==> src/rtl/exe_mem_skid.sv <==
// EXE->MEM pipeline register with a 2-entry skid buffer.
// Latency: 1 cycle from accept to out_valid_o when the stage is empty; 1 entry/cycle steady state.
// Backpressure: in_ready_o = ~skid_v (flop only), so out_ready_i never reaches in_ready_o combinationally.
//
// Ports: clk_i/rst_i (sync, active-high); flush_i drops held entries; in_valid_i/in_ready_o with
// reg_waddr_i/reg_we_i/reg_wdata_i/sb_i from EXE; out_valid_o/out_ready_i with reg_*_o/sb_o toward
// MEM; stall_cnt_o counts cycles with a held entry refused by MEM, cleared by stat_clr_i.
module exe_mem_skid #(
    parameter int RADDR_WIDTH = 5,
    parameter int RDATA_WIDTH = 32,
    parameter int SB_WIDTH    = 8,
    parameter int X0_SUPPRESS = 1,
    parameter int STALL_CNT_W = 16
) (
    input  logic                   clk_i,
    input  logic                   rst_i,
    input  logic                   flush_i,
    input  logic                   in_valid_i,
    output logic                   in_ready_o,
    input  logic [RADDR_WIDTH-1:0] reg_waddr_i,
    input  logic                   reg_we_i,
    input  logic [RDATA_WIDTH-1:0] reg_wdata_i,
    input  logic [SB_WIDTH-1:0]    sb_i,
    output logic                   out_valid_o,
    input  logic                   out_ready_i,
    output logic [RADDR_WIDTH-1:0] reg_waddr_o,
    output logic                   reg_we_o,
    output logic [RDATA_WIDTH-1:0] reg_wdata_o,
    output logic [SB_WIDTH-1:0]    sb_o,
    output logic [STALL_CNT_W-1:0] stall_cnt_o,
    input  logic                   stat_clr_i
);

    // Encoding keeps main_v in bit 0 and skid_v in bit 1.
    typedef enum logic [1:0] {
        ST_EMPTY = 2'b00,
        ST_ONE   = 2'b01,
        ST_FULL  = 2'b11
    } state_t;

    state_t state_q, state_d;

    logic main_v, skid_v;
    logic accept, drain;
    logic in_we;
    logic load_main_in, load_main_skid, load_skid_in;

    logic [RADDR_WIDTH-1:0] main_waddr, skid_waddr;
    logic                   main_we,    skid_we;
    logic [RDATA_WIDTH-1:0] main_wdata, skid_wdata;
    logic [SB_WIDTH-1:0]    main_sb,    skid_sb;
    logic [STALL_CNT_W-1:0] stall_cnt;

    assign main_v     = (state_q != ST_EMPTY);
    assign skid_v     = (state_q == ST_FULL);
    assign in_ready_o = ~skid_v;
    assign accept     = in_valid_i & in_ready_o;
    assign drain      = main_v & out_ready_i;

    // Writes to x0 are architecturally dead; dropping the enable here keeps MEM/WB from seeing them.
    assign in_we = reg_we_i & ~((X0_SUPPRESS != 0) & (reg_waddr_i == '0));

    always_comb begin
        state_d        = state_q;
        load_main_in   = 1'b0;
        load_main_skid = 1'b0;
        load_skid_in   = 1'b0;
        if (flush_i) begin
            // Flush wins over accept/drain; payload regs are left stale, valid gating hides them.
            state_d = ST_EMPTY;
        end else begin
            case (state_q)
                ST_EMPTY: begin
                    if (accept) begin
                        load_main_in = 1'b1;
                        state_d      = ST_ONE;
                    end
                end
                ST_ONE: begin
                    if (accept && drain) begin
                        load_main_in = 1'b1;
                    end else if (accept) begin
                        load_skid_in = 1'b1;
                        state_d      = ST_FULL;
                    end else if (drain) begin
                        state_d = ST_EMPTY;
                    end
                end
                ST_FULL: begin
                    if (drain) begin
                        load_main_skid = 1'b1;
                        state_d        = ST_ONE;
                    end
                end
                default: state_d = ST_EMPTY;
            endcase
        end
    end

    always_ff @(posedge clk_i) begin
        if (rst_i) begin
            state_q    <= ST_EMPTY;
            main_waddr <= '0;
            main_we    <= 1'b0;
            main_wdata <= '0;
            main_sb    <= '0;
            skid_waddr <= '0;
            skid_we    <= 1'b0;
            skid_wdata <= '0;
            skid_sb    <= '0;
        end else begin
            state_q <= state_d;
            if (load_main_in) begin
                main_waddr <= reg_waddr_i;
                main_we    <= in_we;
                main_wdata <= reg_wdata_i;
                main_sb    <= sb_i;
            end else if (load_main_skid) begin
                main_waddr <= skid_waddr;
                main_we    <= skid_we;
                main_wdata <= skid_wdata;
                main_sb    <= skid_sb;
            end
            if (load_skid_in) begin
                skid_waddr <= reg_waddr_i;
                skid_we    <= in_we;
                skid_wdata <= reg_wdata_i;
                skid_sb    <= sb_i;
            end
        end
    end

    // Saturating stall counter; clear beats increment, flush leaves it alone.
    always_ff @(posedge clk_i) begin
        if (rst_i || stat_clr_i) begin
            stall_cnt <= '0;
        end else if (main_v && !out_ready_i && (stall_cnt != '1)) begin
            stall_cnt <= stall_cnt + 1'b1;
        end
    end

    assign out_valid_o = main_v;
    assign reg_we_o    = main_v & main_we;
    assign reg_waddr_o = main_waddr;
    assign reg_wdata_o = main_wdata;
    assign sb_o        = main_sb;
    assign stall_cnt_o = stall_cnt;

endmodule

==> config.mk <==
export PLATFORM = sky130hd
export DESIGN_NAME = exe_mem_skid
export DESIGN_NICKNAME = d
export VERILOG_FILES = /design/src/rtl/exe_mem_skid.sv
export SDC_FILE = /design/constraint.sdc
export NUM_CORES = 1
export LEC_CHECK = 0
export CORE_MARGIN = 2
export CORE_UTILIZATION = 50
export CTS_BUF_LIST = sky130_fd_sc_hd__clkbuf_2 sky130_fd_sc_hd__clkbuf_4 sky130_fd_sc_hd__clkbuf_8
export CTS_CLUSTER_DIAMETER = 120
export CTS_CLUSTER_SIZE = 16
export DETAILED_ROUTE_END_ITERATION = 6
export PLACE_DENSITY = 0.9
export SYNTH_ARGS = -nofsm -noshare
export SYNTH_HDL_FRONTEND = slang
export SYNTH_SLANG_ARGS = --single-unit
export TNS_END_PERCENT = 50
==> constraint.sdc <==
create_clock -name clk_i -period 2.1 [get_ports clk_i]
set_input_delay 0.21 -clock clk_i [delete_from_list [all_inputs] [get_ports clk_i]]
set_output_delay 0.21 -clock clk_i [all_outputs]
set_load 0.1 [all_outputs]
# Yosys cells after proc, flatten, opt, wreduce, memory -nomap -nowiden
# Cells that the tools add are included.
# word_totals
word_cells	59
output_inout_bits	64
regBits	110
input_bits	52
# classes
n_bitwise	6
reduce_logical	11
muxes	24
n_eq_ne	7
add_sub_neg	1
# ops
cell	n
$mux W32	2
$add A16 B1 Y16 const B	1
$mux W8	2
$ne A16 B16 Y1 const B	1
$mux W1	11
$mux W2	5
$mux W5	2
$pmux W2 S3	1
$logic_not A5 Y1	1
$and A1 B1 Y1	4
$ne A2 B2 Y1 const B	2
$reduce_and A4 Y1	1
$reduce_bool A2 Y1	2
$logic_and A1 B1 Y1	3
$ne A3 B3 Y1 const B	1
$eq A2 B1 Y1 const B	1
$eq A2 B2 Y1 const B	1
$logic_not A2 Y1	1
$ne A2 B1 Y1 const B	1
$not A1 Y1	2
$pmux W1 S2	1
$reduce_or A2 Y1	1
$logic_not A1 Y1	1
$logic_or A1 B1 Y1	1

# Longest topological paths before layout
# Gate-level depths: netlist (run 1).
# depth
word_depth	8
ltp_mapped	9

# Worst setup path before layout (run 1)
# Ideal clock, no wire load.
# synth_timing
kind	reg-to-reg
startpoint	reg stall_cnt[1], in the netlist stall_cnt_o[1]
endpoint	reg stall_cnt[6], in the netlist stall_cnt_o[6]
path_slack_ns	-0.405
required_ns	1.983
path_buffers	1
path_stages_with_launch	7
setup_ns	0.117
arrival_time_ns	2.388
cell_sequence	dfxtp_1 -> ha_1 -> or3b_1 -> clkbuf_1 -> nor2_1 -> a31oi_1 -> a41o_1
# synth_between
elab_chain_cells	2
word_cells_on_any_way	3
classes_between	add/sub (1); eq/ne (1); reduce/logical (1)
# synth_lines
element	line_no	text
from (decl)	52	logic [STALL_CNT_W-1:0] stall_cnt;
from (signal assigned)	138	stall_cnt <= stall_cnt + 1'b1;
parallel branches: the longest is 2 deep, another holds $add A16 B1 Y16	n/a	
# Parallel ways; which one is timed is not known.
# A chain may end at the register's enable or synchronous reset.

# Worst setup path after layout (run 1)
# layout_timing
startpoint	reg state_q[0]
endpoint	reg stall_cnt[8], in the netlist stall_cnt_o[8]
# layout_between
elab_chain_cells	3
# layout_lines
element	line_no	text
from (decl)	41	state_t state_q, state_d;
from (signal assigned)	112	state_q <= state_d;
$reduce_bool A2 Y1	54	assign main_v = (state_q != ST_EMPTY);
$logic_and A1 B1 Y1 (2 in a row)	137	end else if (main_v && !out_ready_i && (stall_cnt != '1)) begin
# Every way passes these cells.

==> metrics.md, run 1 <==
| Metric | Value |
|---|---|
| Clock-pin slew on the worst setup and hold paths | `0.11 ns` |
| Critical-path cell with the highest stage delay | `sky130_fd_sc_hd__or3b_1` |
| Layout Cells excl Fill | `757` |
| Antenna cells | `0` |
| Arr. time, crit path | `2.23 ns` |
| Fin crit share | `94.1%` |
| Endpoint of the most critical register-to-register path | `stall_cnt_o[8]` |
| Std-Cell Rows | `34` |
| Sequential share of the synthesized area | `49.1%` |
| Area of combinational cells with multiple inputs | `0.00212 mm2` |
| Routed via count | `4327` |
| Cell with the most instances after synthesis | `sky130_fd_sc_hd__nand2_1` |
| Post-route setup slack | `0.124 ns` |
| Required time of the critical path | `2.35 ns` |
| Cts-stage hold buffer count | `0` |
| Critical Path Start Type | `flop` |
| Top Ports | `116` |
| Largest stage delay on the critical path | `0.51 ns` |
| Placer's final routability congestion estimate | `0.847` |
| Synthesized cell area | `0.00449 mm2` |
| Total instance count after detailed placement | `741` |
| Net count of the finished layout | `701` |
| Fraction of power consumed by sequential logic | `52.4%` |
| Placed cell area | `0.00564 mm2` |
| Number of clock buffers inserted by TritonCTS | `9` |
| Comb power frac | `17.4%` |
| Largest cells by area after synthesis | `sky130_fd_sc_hd__dfxtp_1 49%, sky130_fd_sc_hd__nand2_1 12%, sky130_fd_sc_hd__a21oi_1 11%` |
| Worst slack, placed | `-0.0218 ns` |
| Avg Cell Area, Syn | `8.27 um2` |
| Async SR Flop Fraction | `0%` |
| Overflow left after global routing | `0` |
| Post-Route Utilization | `67.0%` |
| Number of buffer cells added on primary ports | `115` |
| Clock tree skew after final layout | `0.0141 ns` |
| Detailed-routing iteration count for the pre-antenna-repair pass | `5` |
| FMAX | `506 MHz` |
| TritonCTS clock tree | `built` |
| WP buf/inv | `1` |
| Number of failing setup endpoints in the final timing report | `0` |
| Setup TNS Final | `0 ns` |
| Total count of max-transition violations in the final report | `0` |
| Pin slew with the least headroom to its limit | `0.583 ns` |
| FILL cells | `722` |
| Post-synthesis register bit count | `110` |
| Path category of the worst min-delay check | `input pin to flop` |
| Status | `completed` |
| Hold EP | `skid_waddr[0]` |
| Number of global-route vias before repair | `4203` |
| DIE AREA | `0.00975 mm2` |
| Post-DR vias/cell | `5.72` |
| HP Start | `rst_i` |
| Final-report hold violation count | `0` |
| Cell family with most CP delay | `simple AND/OR/NAND/NOR gates` |
| Level count of the clock H-tree | `3` |
| Post-synthesis instance total | `543` |
| Sort of element at the end of the critical path | `flop` |
| DIE WIDTH | `98.7 um` |
| Top_reg_cell synth | `sky130_fd_sc_hd__dfxtp_1` |
| Die outline height | `98.7 um` |
| Synthesized netlist net count | `600` |
| Peak fanout along the critical path | `11` |
| DR WL/cell | `15.2 um` |
| Cell-internal power | `2.88 mW` |
| Number of antenna violations at the first check in global routing | `0` |
| TritonCTS Sinks | `110` |
| Worst slew margin | `61.1%` |
| Total power consumption of the routed design | `4.15 mW` |
| Total wire length | `11.5 mm` |
| Number of library cell types mapped by synthesis | `44` |
| DRC Markers | `0` |
| Drt first-iter violations | `184` |
| Layout overhead on the synthesized area | `30.2%` |
| Library cell with the largest summed area after synthesis | `sky130_fd_sc_hd__dfxtp_1` |
| Setup repair after global routing missed its margin | `false` |
| Classification of the worst setup path | `flop to flop` |
| Final critical-path required period | `1.98 ns` |
| FF+latch area | `0.00222 mm2` |
| Power Dens Cells | `709 mW/mm2` |
| Clock share of power | `30.1%` |
| Switching Fraction | `30.5%` |
| Ratio of cells with drive above 1 in the final layout | `19.1%` |
| Number of enable-type register cells in the synthesized netlist | `0` |
| Master cell of the clock root buffer | `sky130_fd_sc_hd__clkbuf_8` |
| Share of Yosys cell area claimed by the top area cell type | `49.1%` |
| Most numerous cell types in the synthesized netlist | `149 x sky130_fd_sc_hd__nand2_1, 110 x sky130_fd_sc_hd__dfxtp_1, 103 x sky130_fd_sc_hd__a21oi_1` |
| Starting Density | `51.5%` |
| Path depth of the worst reg2reg path | `6` |
| Worst reg2reg path startpoint | `state_q[0]` |
| Largest net degree at the start of global routing | `60` |
| Max-cap violations | `0` |
| Estimated wirelength of the detail-placed design | `8.03 mm` |
| Count of nets left with antenna violations after detail routing | `0` |
| IR Drop Worst-Case VDD | `0.391 mV` |
| Leakage power | `2.14 nW` |
| Post-route cell area | `0.00584 mm2` |
| Clock Tree Buf Depth | `2` |
| Cells along the critical path | `inv_1 -> ha_2 -> or3b_1 -> nor2_2 -> a31oi_1 -> a41o_1` |
| Core Footprint | `0.00872 mm2` |
| Gr usage total | `23.7%` |
| Hold path depth | `2` |
| Insertion delay of the later-clocked pin in the worst-skew pair | `0.36 ns` |
| Register-to-register setup slack | `0.12 ns` |
| Synth warn | `0` |
| Wire length of the first global-routing pass | `19.3 mm` |
| Psw | `1.26 mW` |
| Final-layout worst hold slack | `0.279 ns` |
[power by group through the flow]
| stage | Combinational, mW | Clock, mW | Sequential [mW] |
|---|---|---|---|
| 2_1_floorplan | 0.180 | 0 | 2.52 |
| 3_3_place_gp | 0.710 | 0 | 2.22 |
| 3_5_place_dp | 0.721 | 0 | 2.22 |
| 4_1_cts | 0.723 | 1.29 | 2.17 |
| 5_1_grt | 0.761 | 1.38 | 2.18 |
| 6_report | 0.723 | 1.25 | 2.17 |
[worst max-delay path by stage]
stage / start / end / cells past startpoint
final: state_q[0] / stall_cnt_o[8] / 6
after global routing: state_q[0] / stall_cnt_o[8] / 6
after CTS: state_q[0] / stall_cnt_o[12] / 6
after detailed placement: state_q[0] / stall_cnt_o[8] / 6
after global placement: out_ready_i / stall_cnt_o[6] / 5
after floorplan: state_q[0] / state_q[1] / 7
[routing by layer]
metal	part of all wire [%]	up-vias	track usage [%]
li1	-	2110	-
met1	41	2069	28.4
met2	53	134	42.6
met3	5.0	14	4.04
met4	1.5	0	8.43
met5	0	-	0
[area by class of cell]
type / count / area share (%)
sequential: 110 / 38.0
multi-input combinational: 387 / 36.3
timing repair buffer: 129 / 19.6
clock buffer: 11 / 2.59
tap: 108 / 2.31
clock inverter: 5 / 0.792
inverter: 7 / 0.450
[cells in the final DEF, fill, tap and decap left out, types with 7 or more instances in the layout]
master,synthesis,final
sky130_fd_sc_hd__clkdlybuf4s50_1,0,50
sky130_fd_sc_hd__a21oi_1,103,103
sky130_fd_sc_hd__dfxtp_2,0,14
sky130_fd_sc_hd__clkbuf_8,0,11
sky130_fd_sc_hd__buf_4,0,75
sky130_fd_sc_hd__inv_1,7,7
sky130_fd_sc_hd__a22oi_1,46,46
sky130_fd_sc_hd__dfxtp_1,110,96
sky130_fd_sc_hd__nand2_1,149,149
sky130_fd_sc_hd__nor2_1,8,7
[cell families after synthesis]
group / Yosys count / synth area share [%]
AOI/OAI and AO/OA: 171 / 22.9
buffers and inverters: 46 / 4.24
and+or+nand+nor: 207 / 21.5
adders and majority gates: 5 / 1.39
muxes: 4 / 0.892
DFF: 110 / 49.1
[flip-flops by register name (all words and copies together), names as in the netlist]
register and flops:
skid_waddr 5, stall_cnt_o 16, reg_waddr_o 5, skid_wdata 32
sb_o 8, main_we 1, skid_sb 8, state_q 2
reg_wdata_o 32, skid_we 1
[repair_timing]
action / 4_1_cts / 5_1_grt
hold endpoints to repair: 0 / 0
pin swaps: 0 / 0
setup endpoints to repair: 1 / 31
gates resized for setup: 1 / 2
setup buffers: 0 / 0
(Power assumes the default switching activity.)
==> inputs of run 2 (changes only) <==
- CTS_CLUSTER_SIZE: 16 -> 8
- HOLD_SLACK_MARGIN: not set -> 0.08
- PLACE_DENSITY: 0.9 -> 0.82
==> run 2 against run 1 <==
Sequential share of layout area down 0.31 points. Via count up 0.35%. Highest routed layer unchanged. Critical path depth increased by 2. Largest power group unchanged. Critical endpoint is now reg_wdata_o[12].
==> metrics.md, run 2 (same netlist as run 1, synthesis figures left out) <==
| Metric | Value |
|---|---|
| Status | `completed` |
| Total wire length | `11.4 mm` |
| Clock Tree Buf Depth | `2` |
| Post-DR vias/cell | `5.71` |
| Number of global-route vias before repair | `4076` |
| TritonCTS clock tree | `built` |
| Final-layout worst hold slack | `0.312 ns` |
| Leakage power | `2.16 nW` |
| Ratio of cells with drive above 1 in the final layout | `19.6%` |
| Number of antenna violations at the first check in global routing | `0` |
| Insertion delay of the later-clocked pin in the worst-skew pair | `0.36 ns` |
| Worst slack, placed | `0.0346 ns` |
| Drt first-iter violations | `217` |
| Fin crit share | `93.1%` |
| Std-Cell Rows | `34` |
| Gr usage total | `23.2%` |
| Final-report hold violation count | `0` |
| Cts-stage hold buffer count | `0` |
| Post-Route Utilization | `67.6%` |
| Classification of the worst setup path | `flop to flop` |
| DRC Markers | `0` |
| Clock tree skew after final layout | `0.0184 ns` |
| Wire length of the first global-routing pass | `18.8 mm` |
| FILL cells | `710` |
| Max-cap violations | `0` |
| FMAX | `512 MHz` |
| Total count of max-transition violations in the final report | `0` |
| Total power consumption of the routed design | `4.15 mW` |
| Critical Path Start Type | `flop` |
| Cells along the critical path | `inv_1 -> ha_2 -> buf_4 -> and4bb_2 -> o21ba_2 -> buf_12 -> nand2_1 -> a21oi_1` |
| Clock-pin slew on the worst setup and hold paths | `0.11 ns` |
| DR WL/cell | `15.0 um` |
| Detailed-routing iteration count for the pre-antenna-repair pass | `5` |
| Master cell of the clock root buffer | `sky130_fd_sc_hd__clkbuf_8` |
| Peak fanout along the critical path | `23` |
| Placer's final routability congestion estimate | `0.833` |
| Path category of the worst min-delay check | `input pin to flop` |
| Critical-path cell with the highest stage delay | `sky130_fd_sc_hd__dfxtp_1` |
| Layout overhead on the synthesized area | `31.3%` |
| Worst slew margin | `63.6%` |
| Number of buffer cells added on primary ports | `115` |
| Die outline height | `98.7 um` |
| Level count of the clock H-tree | `3` |
| Antenna cells | `0` |
| Number of failing setup endpoints in the final timing report | `0` |
| Sort of element at the end of the critical path | `flop` |
| Largest net degree at the start of global routing | `43` |
| DIE AREA | `0.00975 mm2` |
| TritonCTS Sinks | `110` |
| Arr. time, crit path | `2.24 ns` |
| Required time of the critical path | `2.38 ns` |
| Number of clock buffers inserted by TritonCTS | `9` |
| Pin slew with the least headroom to its limit | `0.542 ns` |
| Final critical-path required period | `1.95 ns` |
| Starting Density | `51.5%` |
| Most frequent standard cell in the layout excluding fill and tap cells | `sky130_fd_sc_hd__nand2_1` |
| Estimated wirelength of the detail-placed design | `7.77 mm` |
| Setup repair after global routing missed its margin | `false` |
| Count of nets left with antenna violations after detail routing | `0` |
| Overflow left after global routing | `0` |
| Top Ports | `116` |
| IR Drop Worst-Case VDD | `0.447 mV` |
| Commonest non-fill, non-tap cells in the layout | `149 x sky130_fd_sc_hd__nand2_1, 102 x sky130_fd_sc_hd__a21oi_1, 96 x sky130_fd_sc_hd__dfxtp_1` |
| Net count of the finished layout | `704` |
| Core Footprint | `0.00872 mm2` |
| Post-route setup slack | `0.146 ns` |
| Routed via count | `4342` |
| Power Dens Cells | `704 mW/mm2` |
| DIE WIDTH | `98.7 um` |
| Largest stage delay on the critical path | `0.35 ns` |
run 2: area by class of cell:
cell class / instances / area [um2] / area share [%]
sequential: 110 / 2220 / 37.7
multi-input combinational: 387 / 2130 / 36.1
timing repair buffer: 132 / 1190 / 20.2
inverter: 7 / 26.3 / 0.446
clock buffer: 11 / 145 / 2.46
clock inverter: 5 / 48.8 / 0.828
tap: 108 / 135 / 2.29
run 2: per-layer routing:
layer  global-route usage [%]  routed length (um)  vias to the layer above
li1                         -                   -                     2122
met1                     29.8                4830                     2051
met2                     39.7                5680                      159
met3                     3.62                 719                       10
met4                     7.80                 150                        0
met5                        0                   0                        -
run 2: path summary, 6_finish.rpt:
| check | from | to | slack, ns | cells after the start |
|---|---|---|---|---|
| hold / removal | rst_i | skid_waddr[4] | 0.31 | 2 |
| hold reg to reg | sb_o[0] | sb_o[0] | 0.46 | 2 |
| setup / recovery | state_q[0] | reg_wdata_o[12] | 0.15 | 8 |
| setup reg to reg | state_q[0] | reg_wdata_o[12] | 0.15 | 8 |
run 2: metrics by stage:
| step | area [um2] | TNS [ns] | std cells |
|---|---|---|---|
| after CTS | 5870 | 0 | 759 |
| after global routing | 5890 | 0 | 760 |
| final | 5890 | 0 | 760 |
| after floorplan | 4510 | -0.165 | 543 |
| after detailed placement | 5670 | 0 | 743 |
| after global placement | 5670 | 0 | 743 |
run 2: worst max-delay path, delay by kind of cell, from the launching register on:
family                   cells  cell delay, ns
AO/OA/AOI/OAI                2            0.48
buffers and inverters        3            0.44
flip-flops                   1            0.35
AND/OR/NAND/NOR              2            0.34
adder cells (fa/ha/maj)      1            0.26
run 2: what timing repair did:
action | CTS | global route
setup endpoints to repair | 0 | 6
buffers inserted | 0 | 1
resized for setup | 0 | 4
run 2: where the power goes:
part	switching (mW)	total [mW]	internal, mW	leakage (nW)
clock network	0.734	1.24	0.507	0.102
logic	0.507	0.730	0.224	1.16
registers	0.0333	2.18	2.14	0.899
total	1.27	4.15	2.87	2.16
